<file path="src/rtl/vga_scan.sv">
// ---------------------------------------------------------------------------
// vga_scan
// Raster scan generator and VGA output stage for the snake game.
//
// A clock divider produces a one-clk pix_tick every CLK_DIV system clocks.
// On each tick the horizontal and vertical counters advance through the
// H_TOTAL x V_TOTAL raster. The counters are exported as pix_x/pix_y so the
// game model can return the colour of that pixel on color_in. On the next
// tick the colour is captured into the output register, together with
// hsync/vsync decoded from the same pre-increment counters. All VGA outputs
// therefore lag the coordinates by exactly one pixel period.
//
// Ports
//   clk          system clock (single clock domain)
//   reset        asynchronous reset, active low
//   color_in     {R[3:0],G[3:0],B[3:0]} for the current pix_x/pix_y
//   pix_x/pix_y  current raster position, zero-extended, never negative
//   pix_tick     high on the last clk of every pixel period
//   frame_start  one-clk pulse after the raster wraps to (0,0)
//   hsync/vsync  active-low sync, aligned with the RGB outputs
//   vga_r/g/b    pixel colour, forced to 0 outside the active area
// ---------------------------------------------------------------------------
module vga_scan #(
   parameter int CLK_DIV   = 4,
   parameter int COLOR_LAT = 1,
   parameter int H_ACTIVE  = 640,
   parameter int H_FP      = 16,
   parameter int H_SYNC    = 96,
   parameter int H_BP      = 48,
   parameter int V_ACTIVE  = 480,
   parameter int V_FP      = 10,
   parameter int V_SYNC    = 2,
   parameter int V_BP      = 33
) (
   input  logic               clk,
   input  logic               reset,
   input  logic [11:0]        color_in,
   output logic signed [15:0] pix_x,
   output logic signed [15:0] pix_y,
   output logic               pix_tick,
   output logic               frame_start,
   output logic               hsync,
   output logic               vsync,
   output logic [3:0]         vga_r,
   output logic [3:0]         vga_g,
   output logic [3:0]         vga_b
);

   localparam int H_TOTAL = H_ACTIVE + H_FP + H_SYNC + H_BP;
   localparam int V_TOTAL = V_ACTIVE + V_FP + V_SYNC + V_BP;

   localparam int DW = $clog2(CLK_DIV);
   localparam int HW = $clog2(H_TOTAL);
   localparam int VW = $clog2(V_TOTAL);

   localparam logic [DW-1:0] DIV_LAST = DW'(CLK_DIV - 1);

   localparam logic [HW-1:0] H_LAST   = HW'(H_TOTAL - 1);
   localparam logic [HW-1:0] H_ACT    = HW'(H_ACTIVE);
   localparam logic [HW-1:0] HS_BEG   = HW'(H_ACTIVE + H_FP);
   localparam logic [HW-1:0] HS_END   = HW'(H_ACTIVE + H_FP + H_SYNC - 1);

   localparam logic [VW-1:0] V_LAST   = VW'(V_TOTAL - 1);
   localparam logic [VW-1:0] V_ACT    = VW'(V_ACTIVE);
   localparam logic [VW-1:0] VS_BEG   = VW'(V_ACTIVE + V_FP);
   localparam logic [VW-1:0] VS_END   = VW'(V_ACTIVE + V_FP + V_SYNC - 1);

   // The colour is sampled CLK_DIV-1 clks after the coordinates move, so the
   // model's response latency has to fit inside that window.
   if (CLK_DIV < 2 || COLOR_LAT >= CLK_DIV) begin : g_param_err
      $error("vga_scan: need CLK_DIV >= 2 and COLOR_LAT < CLK_DIV");
   end

   // ------------------------------------------------------------------
   // State
   // ------------------------------------------------------------------
   logic [DW-1:0] div_cnt_q, div_cnt_d;
   logic [HW-1:0] h_cnt_q,   h_cnt_d;
   logic [VW-1:0] v_cnt_q,   v_cnt_d;

   logic          hsync_q,   hsync_d;
   logic          vsync_q,   vsync_d;
   logic [11:0]   rgb_q,     rgb_d;
   logic          fstart_q,  fstart_d;

   // ------------------------------------------------------------------
   // Raster decode of the pixel currently being shown
   // ------------------------------------------------------------------
   logic tick;
   logic h_wrap;
   logic v_wrap;
   logic active;
   logic in_hs;
   logic in_vs;

   assign tick   = (div_cnt_q == DIV_LAST);
   assign h_wrap = (h_cnt_q == H_LAST);
   assign v_wrap = (v_cnt_q == V_LAST);
   assign active = (h_cnt_q < H_ACT) && (v_cnt_q < V_ACT);
   assign in_hs  = (h_cnt_q >= HS_BEG) && (h_cnt_q <= HS_END);
   assign in_vs  = (v_cnt_q >= VS_BEG) && (v_cnt_q <= VS_END);

   // ------------------------------------------------------------------
   // Divider and raster counters
   // ------------------------------------------------------------------
   always_comb begin
      div_cnt_d = div_cnt_q + 1'b1;
      h_cnt_d   = h_cnt_q;
      v_cnt_d   = v_cnt_q;

      if (tick) begin
         div_cnt_d = '0;
         if (h_wrap) begin
            h_cnt_d = '0;
            v_cnt_d = v_wrap ? '0 : v_cnt_q + 1'b1;
         end else begin
            h_cnt_d = h_cnt_q + 1'b1;
         end
      end
   end

   always_ff @(posedge clk or negedge reset) begin
      if (!reset) begin
         div_cnt_q <= '0;
         h_cnt_q   <= '0;
         v_cnt_q   <= '0;
      end else begin
         div_cnt_q <= div_cnt_d;
         h_cnt_q   <= h_cnt_d;
         v_cnt_q   <= v_cnt_d;
      end
   end

   // ------------------------------------------------------------------
   // Output register stage
   // Loaded from the pre-increment counters, i.e. the pixel being left,
   // which is the pixel color_in currently describes.
   // ------------------------------------------------------------------
   always_comb begin
      hsync_d  = hsync_q;
      vsync_d  = vsync_q;
      rgb_d    = rgb_q;
      // Only the wrap out of the last pixel of the frame marks a frame
      // start; the restart at (0,0) after reset does not.
      fstart_d = tick && h_wrap && v_wrap;

      if (tick) begin
         hsync_d = !in_hs;
         vsync_d = !in_vs;
         rgb_d   = active ? color_in : 12'h000;
      end
   end

   always_ff @(posedge clk or negedge reset) begin
      if (!reset) begin
         hsync_q  <= 1'b1;
         vsync_q  <= 1'b1;
         rgb_q    <= '0;
         fstart_q <= 1'b0;
      end else begin
         hsync_q  <= hsync_d;
         vsync_q  <= vsync_d;
         rgb_q    <= rgb_d;
         fstart_q <= fstart_d;
      end
   end

   // ------------------------------------------------------------------
   // Outputs
   // ------------------------------------------------------------------
   assign pix_x       = signed'(16'(h_cnt_q));
   assign pix_y       = signed'(16'(v_cnt_q));
   assign pix_tick    = tick;
   assign frame_start = fstart_q;
   assign hsync       = hsync_q;
   assign vsync       = vsync_q;
   assign vga_r       = rgb_q[11:8];
   assign vga_g       = rgb_q[7:4];
   assign vga_b       = rgb_q[3:0];

endmodule
</file>
<file path="config.mk">
export PLATFORM = sky130hd
export DESIGN_NAME = vga_scan
export DESIGN_NICKNAME = d
export VERILOG_FILES = /design/src/rtl/vga_scan.sv
export SDC_FILE = /design/constraint.sdc
export NUM_CORES = 1
export LEC_CHECK = 0
export ABC_CLOCK_PERIOD_IN_PS = 2200
export CELL_PAD_IN_SITES_DETAIL_PLACEMENT = 0
export CELL_PAD_IN_SITES_GLOBAL_PLACEMENT = 1
export CORE_MARGIN = 3
export CORE_UTILIZATION = 35
export CTS_BUF_LIST = sky130_fd_sc_hd__clkbuf_8
export DETAILED_ROUTE_END_ITERATION = 6
export GPL_TIMING_DRIVEN = 0
export HOLD_SLACK_MARGIN = 0.15
export PLACE_DENSITY = 0.83
export SLEW_MARGIN = 20
export SYNTH_ARGS = -nofsm -noshare
export SYNTH_HDL_FRONTEND = slang
export SYNTH_SLANG_ARGS = --single-unit
</file>
<file path="constraint.sdc">
create_clock -name clk -period 2.2 [get_ports clk]
set_clock_uncertainty 0.1 [all_clocks]
set_input_delay 0.44 -clock clk [delete_from_list [all_inputs] [get_ports clk]]
set_output_delay 0.44 -clock clk [all_outputs]
set_load 0.01 [all_outputs]
</file>
Yosys cells after proc, flatten, opt, wreduce, memory -nomap -nowiden
Cells that the tools add are included.
- word-level logic and storage cells: 31
- bits of input ports: 14
- register bits after elaboration: 37
- order comparisons: 6
- reduce and logical (&&, ||, !) cells: 8
- add/sub/neg operators: 3
- multiplexer cells: 4
- equality and inequality tests: 3
- operator list (operator ; count):
    $add 10x1->10 const B ; 2
    $eq 10x10->1 const B ; 2
    $mux 10 ; 2
    $mux 12 ; 1
    $ge 10x10->1 const B ; 1
    $ge 10x9->1 const B ; 1
    $le 10x10->1 const B ; 1
    $le 10x9->1 const B ; 1
    $lt 10x10->1 const B ; 1
    $lt 10x9->1 const B ; 1
    $logic_and 1x1->1 ; 5
    $add 2x1->2 const B ; 1
    $eq 2x2->1 const B ; 1
    $logic_not 1->1 ; 2
    $mux 2 ; 1
    $reduce_and 2->1 ; 1

Logic depth before layout (Yosys ltp)
- depth after elaboration: 3
- mapped depth: 6

Worst setup path after synthesis
No wires, ideal clock.
- path kind: register to register
- start point: reg h_cnt_q[5]
- end point: reg v_cnt_q[7]
- period minus slack after synthesis: 1928 ps
- data required time: 1974 ps
- arrival time: 1702 ps
- slack: 272 ps
- path buffers: 1
- library setup time: 126 ps
- stages on the path, launching flop included: 6
- cell sequence: dfrtp_1 buf_6 or4b_4 nor4_4 nand4_1 xnor2_1
- longest elaborated chain between the ends: 2
- RTL lines (what ; line ; text):
    from (decl) ; 78 ; logic [HW-1:0] h_cnt_q, h_cnt_d;
    from (signal assigned) ; 129 ; h_cnt_q <= h_cnt_d;
    $eq 10x10->1 ; 97 ; assign h_wrap = (h_cnt_q == H_LAST);
    $reduce_and 2->1 (no source line) ; -- ;
    to (signal assigned) ; 130 ; v_cnt_q <= v_cnt_d;
    to (decl) ; 79 ; logic [VW-1:0] v_cnt_q, v_cnt_d;
Every way passes these cells.
A chain may end at the register's enable or synchronous reset.

Worst setup path after layout
- start point: reg div_cnt_q[0]
- end point: out pix_tick
- longest elaborated chain between the ends: 1
- RTL lines (what ; line ; text):
    from (decl) ; 77 ; logic [DW-1:0] div_cnt_q, div_cnt_d;
    from (signal assigned) ; 128 ; div_cnt_q <= div_cnt_d;
    $eq 2x2->1 ; 96 ; assign tick = (div_cnt_q == DIV_LAST);
    to (decl) ; 40 ; output logic pix_tick,
Every way passes these cells.

==> impl_results.md <==
* Seq/Total Area, Yosys at 52.4%
* Final HPWL DP at 3.00 mm
* Run status: completed
* Placed cell area at 2400 sq um
* Logic gate share of total power at 7.1%
* Antenna violations before repair at 0
* Sequential Power Share at 46.6%
* Post-CTS Setup Bufs at 0
* Final #Nets at 248
* Worst setup SP type: flip-flop
* WS Path Type: reg -> out
* Cell row count at 25
* Largest family of logic cells by synthesized area: simple AND/OR/NAND/NOR gates
* Initial Util at 36.8%
* Clock Path Buffers at 2
* Core Area at 4820 sq um
* Vias at 1422
* Compound-Gate Fraction of Synth Area at 10.9%
* Skew-Pair Late Insertion Delay at 290 ps
* Drt drc at 0
* CTS H-tree depth at 2
* Psw at 289 uW
* Fin. max-slew vios at 0
* Period minus WS final at 2100 ps
* Largest net degree at the start of global routing at 33
* Syn-to-layout area delta at 44.0%
* TNS Setup at 0 ps
* Crit path DAT at 1560 ps
* Root Driver: clkbuf_8
* Via-to-Cell Ratio at 4.79
* Cell area after layout at 2550 sq um
* Tightest Hold Check Type: reg -> reg
* CP endpoint kind: primary output
* Yosys reg bits at 37
* Period utilization at 95.4%
* Post-synthesis cell count at 160
* I/O Buffers at 49
* Post-synthesis mux area share at 0%
* Total of warnings raised by yosys at 0
* Num CTS Buffers at 5
* CP endpoint: pix_tick
* Unrepaired setup endpoints after global routing: no
* Adder-Cell Fraction of Synth Area at 3.53%
* Worst Path Max Fanout at 7
* Xor/xnor cell area share of the yosys netlist at 6.92%
* Reg2reg start: h_cnt_q[7]
* Vert. Die Dim at 77.2 um
* Most frequent cells in the layout: clkdlybuf4s50_1 (48), dfrtp_1 (35), a22o_1 (13), buf_4 (12), conb_1 (12)
* RePlAce Congestion at 0.780
* Reg clk slew, reported paths at 70 ps
* CTS sink count at 37
* Tot GR Track Use at 14.4%
* Switching share of power at 19.3%
* TritonRoute pass-1 iters at 4
* Reg2Reg Depth at 4
* Drt initial violations at 34
* Syn Area/Cell at 11.1 sq um
* Fin Hold WS at 331 ps
* Critical Path RT at 1660 ps
* Final setup fails at 0
* First-pass GRT wire length at 6.78 mm
* Boundary Pins at 62
* Routed WL at 3.97 mm
* Min-Delay Path Depth at 1
* Simple-gate share of the synthesized area at 18.1%
* Maximum vdd drop at 0.000316 V
* Tightest Pin Transition at 512 ps
* Final hold vios at 0
* Power Internal at 1210 uW
* CTS tree: yes
* Vias in the first global route at 1350
* Pwr Density at 586 nW/um^2
* Final core occ at 53.0%
* LEAKAGE at 0.00110 uW
* Commonest non-fill, non-tap cell in the layout: clkdlybuf4s50_1
* Die W at 77.2 um
* Netlist cell types at 33
* N_diodes at 0
* Synth Cell Area at 1770 sq um
* FF-to-FF setup slack at 180 ps
* Worst Setup SP: div_cnt_q[0]
* Rel. slew slack at 65.4%
* Routed Antenna Nets at 0
* Share of cells above drive strength 1 at 13.0%
* Die Area at 5960 sq um
* Worst reg2reg endpoint: v_cnt_q[7]
* Max Cap Viol at 0
* Clock Power Share at 46.3%
* GRT Residual Overflow at 0
* Max Clock Freq at 476 MHz
* Wire length per cell at 13.4 um
## registers in the layout, indices dropped and copies added (netlist names)
name,count
rgb_q,12
h_cnt_q,10
v_cnt_q,10
div_cnt_q,2
frame_start,1
hsync,1
vsync,1
## metal layers
layer	vias up	part of all wire [%]	wire length (um)	GRT usage, %
met5	-	0	0	0
met4	0	1.8	72	5.34
met3	8	6.7	266	5.28
met2	49	47	1870	22.5
met1	673	44	1770	18.2
li1	692	-	-	-
## worst min-delay path by stage
stage / from / endpoint / slack (ps)
2_1_floorplan: reset / div_cnt_q[0] / 40
3_3_place_gp: div_cnt_q[0] / div_cnt_q[0] / 310
3_5_place_dp: reset / rgb_q[0] / 180
4_1_cts: div_cnt_q[0] / div_cnt_q[0] / 330
5_1_grt: div_cnt_q[0] / div_cnt_q[0] / 340
6_report: div_cnt_q[0] / div_cnt_q[0] / 330
## kinds of logic (layout without fill, tap and decap cells)
logic type,count (synthesis),in the layout
buffers and inverters,23,82
xor gates and xnor gates,14,14
other,1,12
adders and majority gates,5,5
AOI/OAI and AO/OA,26,26
DFF,37,37
and+or+nand+nor,54,54
## through the flow
stage / setup WS [ps] / power, uW / std cells
2_1_floorplan: 272 / 751 / 171
3_3_place_gp: -252 / 811 / 287
3_5_place_dp: 96.0 / 816 / 288
4_1_cts: 84.6 / 1520 / 297
5_1_grt: 23.8 / 1560 / 297
6_report: 101 / 1500 / 297
## critical path, stage by stage, from the launching register on
cell and delay, ps:
dfrtp_1 350, ha_1 320, clkdlybuf4s50_1 600
## power by group through the flow
stage / sequential [uW] / clock [uW] / combinational, uW
floorplan: 716 / 0 / 35.6
global placement: 710 / 0 / 102
detailed placement: 710 / 0 / 106
CTS: 697 / 711 / 108
global route: 699 / 747 / 115
finish: 697 / 693 / 106
## final cells by class
cell class / instances / area [sq um]
clock inverters: 3 / 65.1
fillers: 456 / 2260
well taps: 67 / 83.8
multi-input cells: 111 / 751
plain buffers: 17 / 118
inverters: 6 / 22.5
flip-flops and latches: 37 / 928
repair buffers: 51 / 515
clock buffers: 5 / 68.8
## timing repair
item                                    in CTS  in global routing
endpoints found under the setup margin       0                  4
gates resized for setup                      0                  1
hold buffers                                 1                  0
endpoints found under the hold margin       35                  0
## cells in the mapped netlist (all sizes together)
master / count / area (sq um)
dfrtp: 35 / 876
a21oi: 2 / 10.0
ha: 5 / 62.6
xnor2: 10 / 87.6
nor3: 4 / 25.0
nor4: 4 / 40.0
o211ai: 2 / 15.0
a31o: 1 / 8.76
nand2: 7 / 26.3
and3: 5 / 31.3
nor4bb: 1 / 10.0
a31oi: 2 / 12.5
xor2: 4 / 35.0
and4: 1 / 8.76
dfstp: 2 / 52.6
a41oi: 1 / 8.76
or4b: 1 / 13.8
nor2: 10 / 37.5
inv: 6 / 22.5
conb: 1 / 3.75
nand3: 8 / 40.0
o21ai: 5 / 25.0
nor4b: 3 / 26.3
nand4: 8 / 50.1
and2: 2 / 12.5
clkbuf: 3 / 11.3
a22o: 13 / 114
buf: 14 / 106
Power figures use the tool's default switching activity.
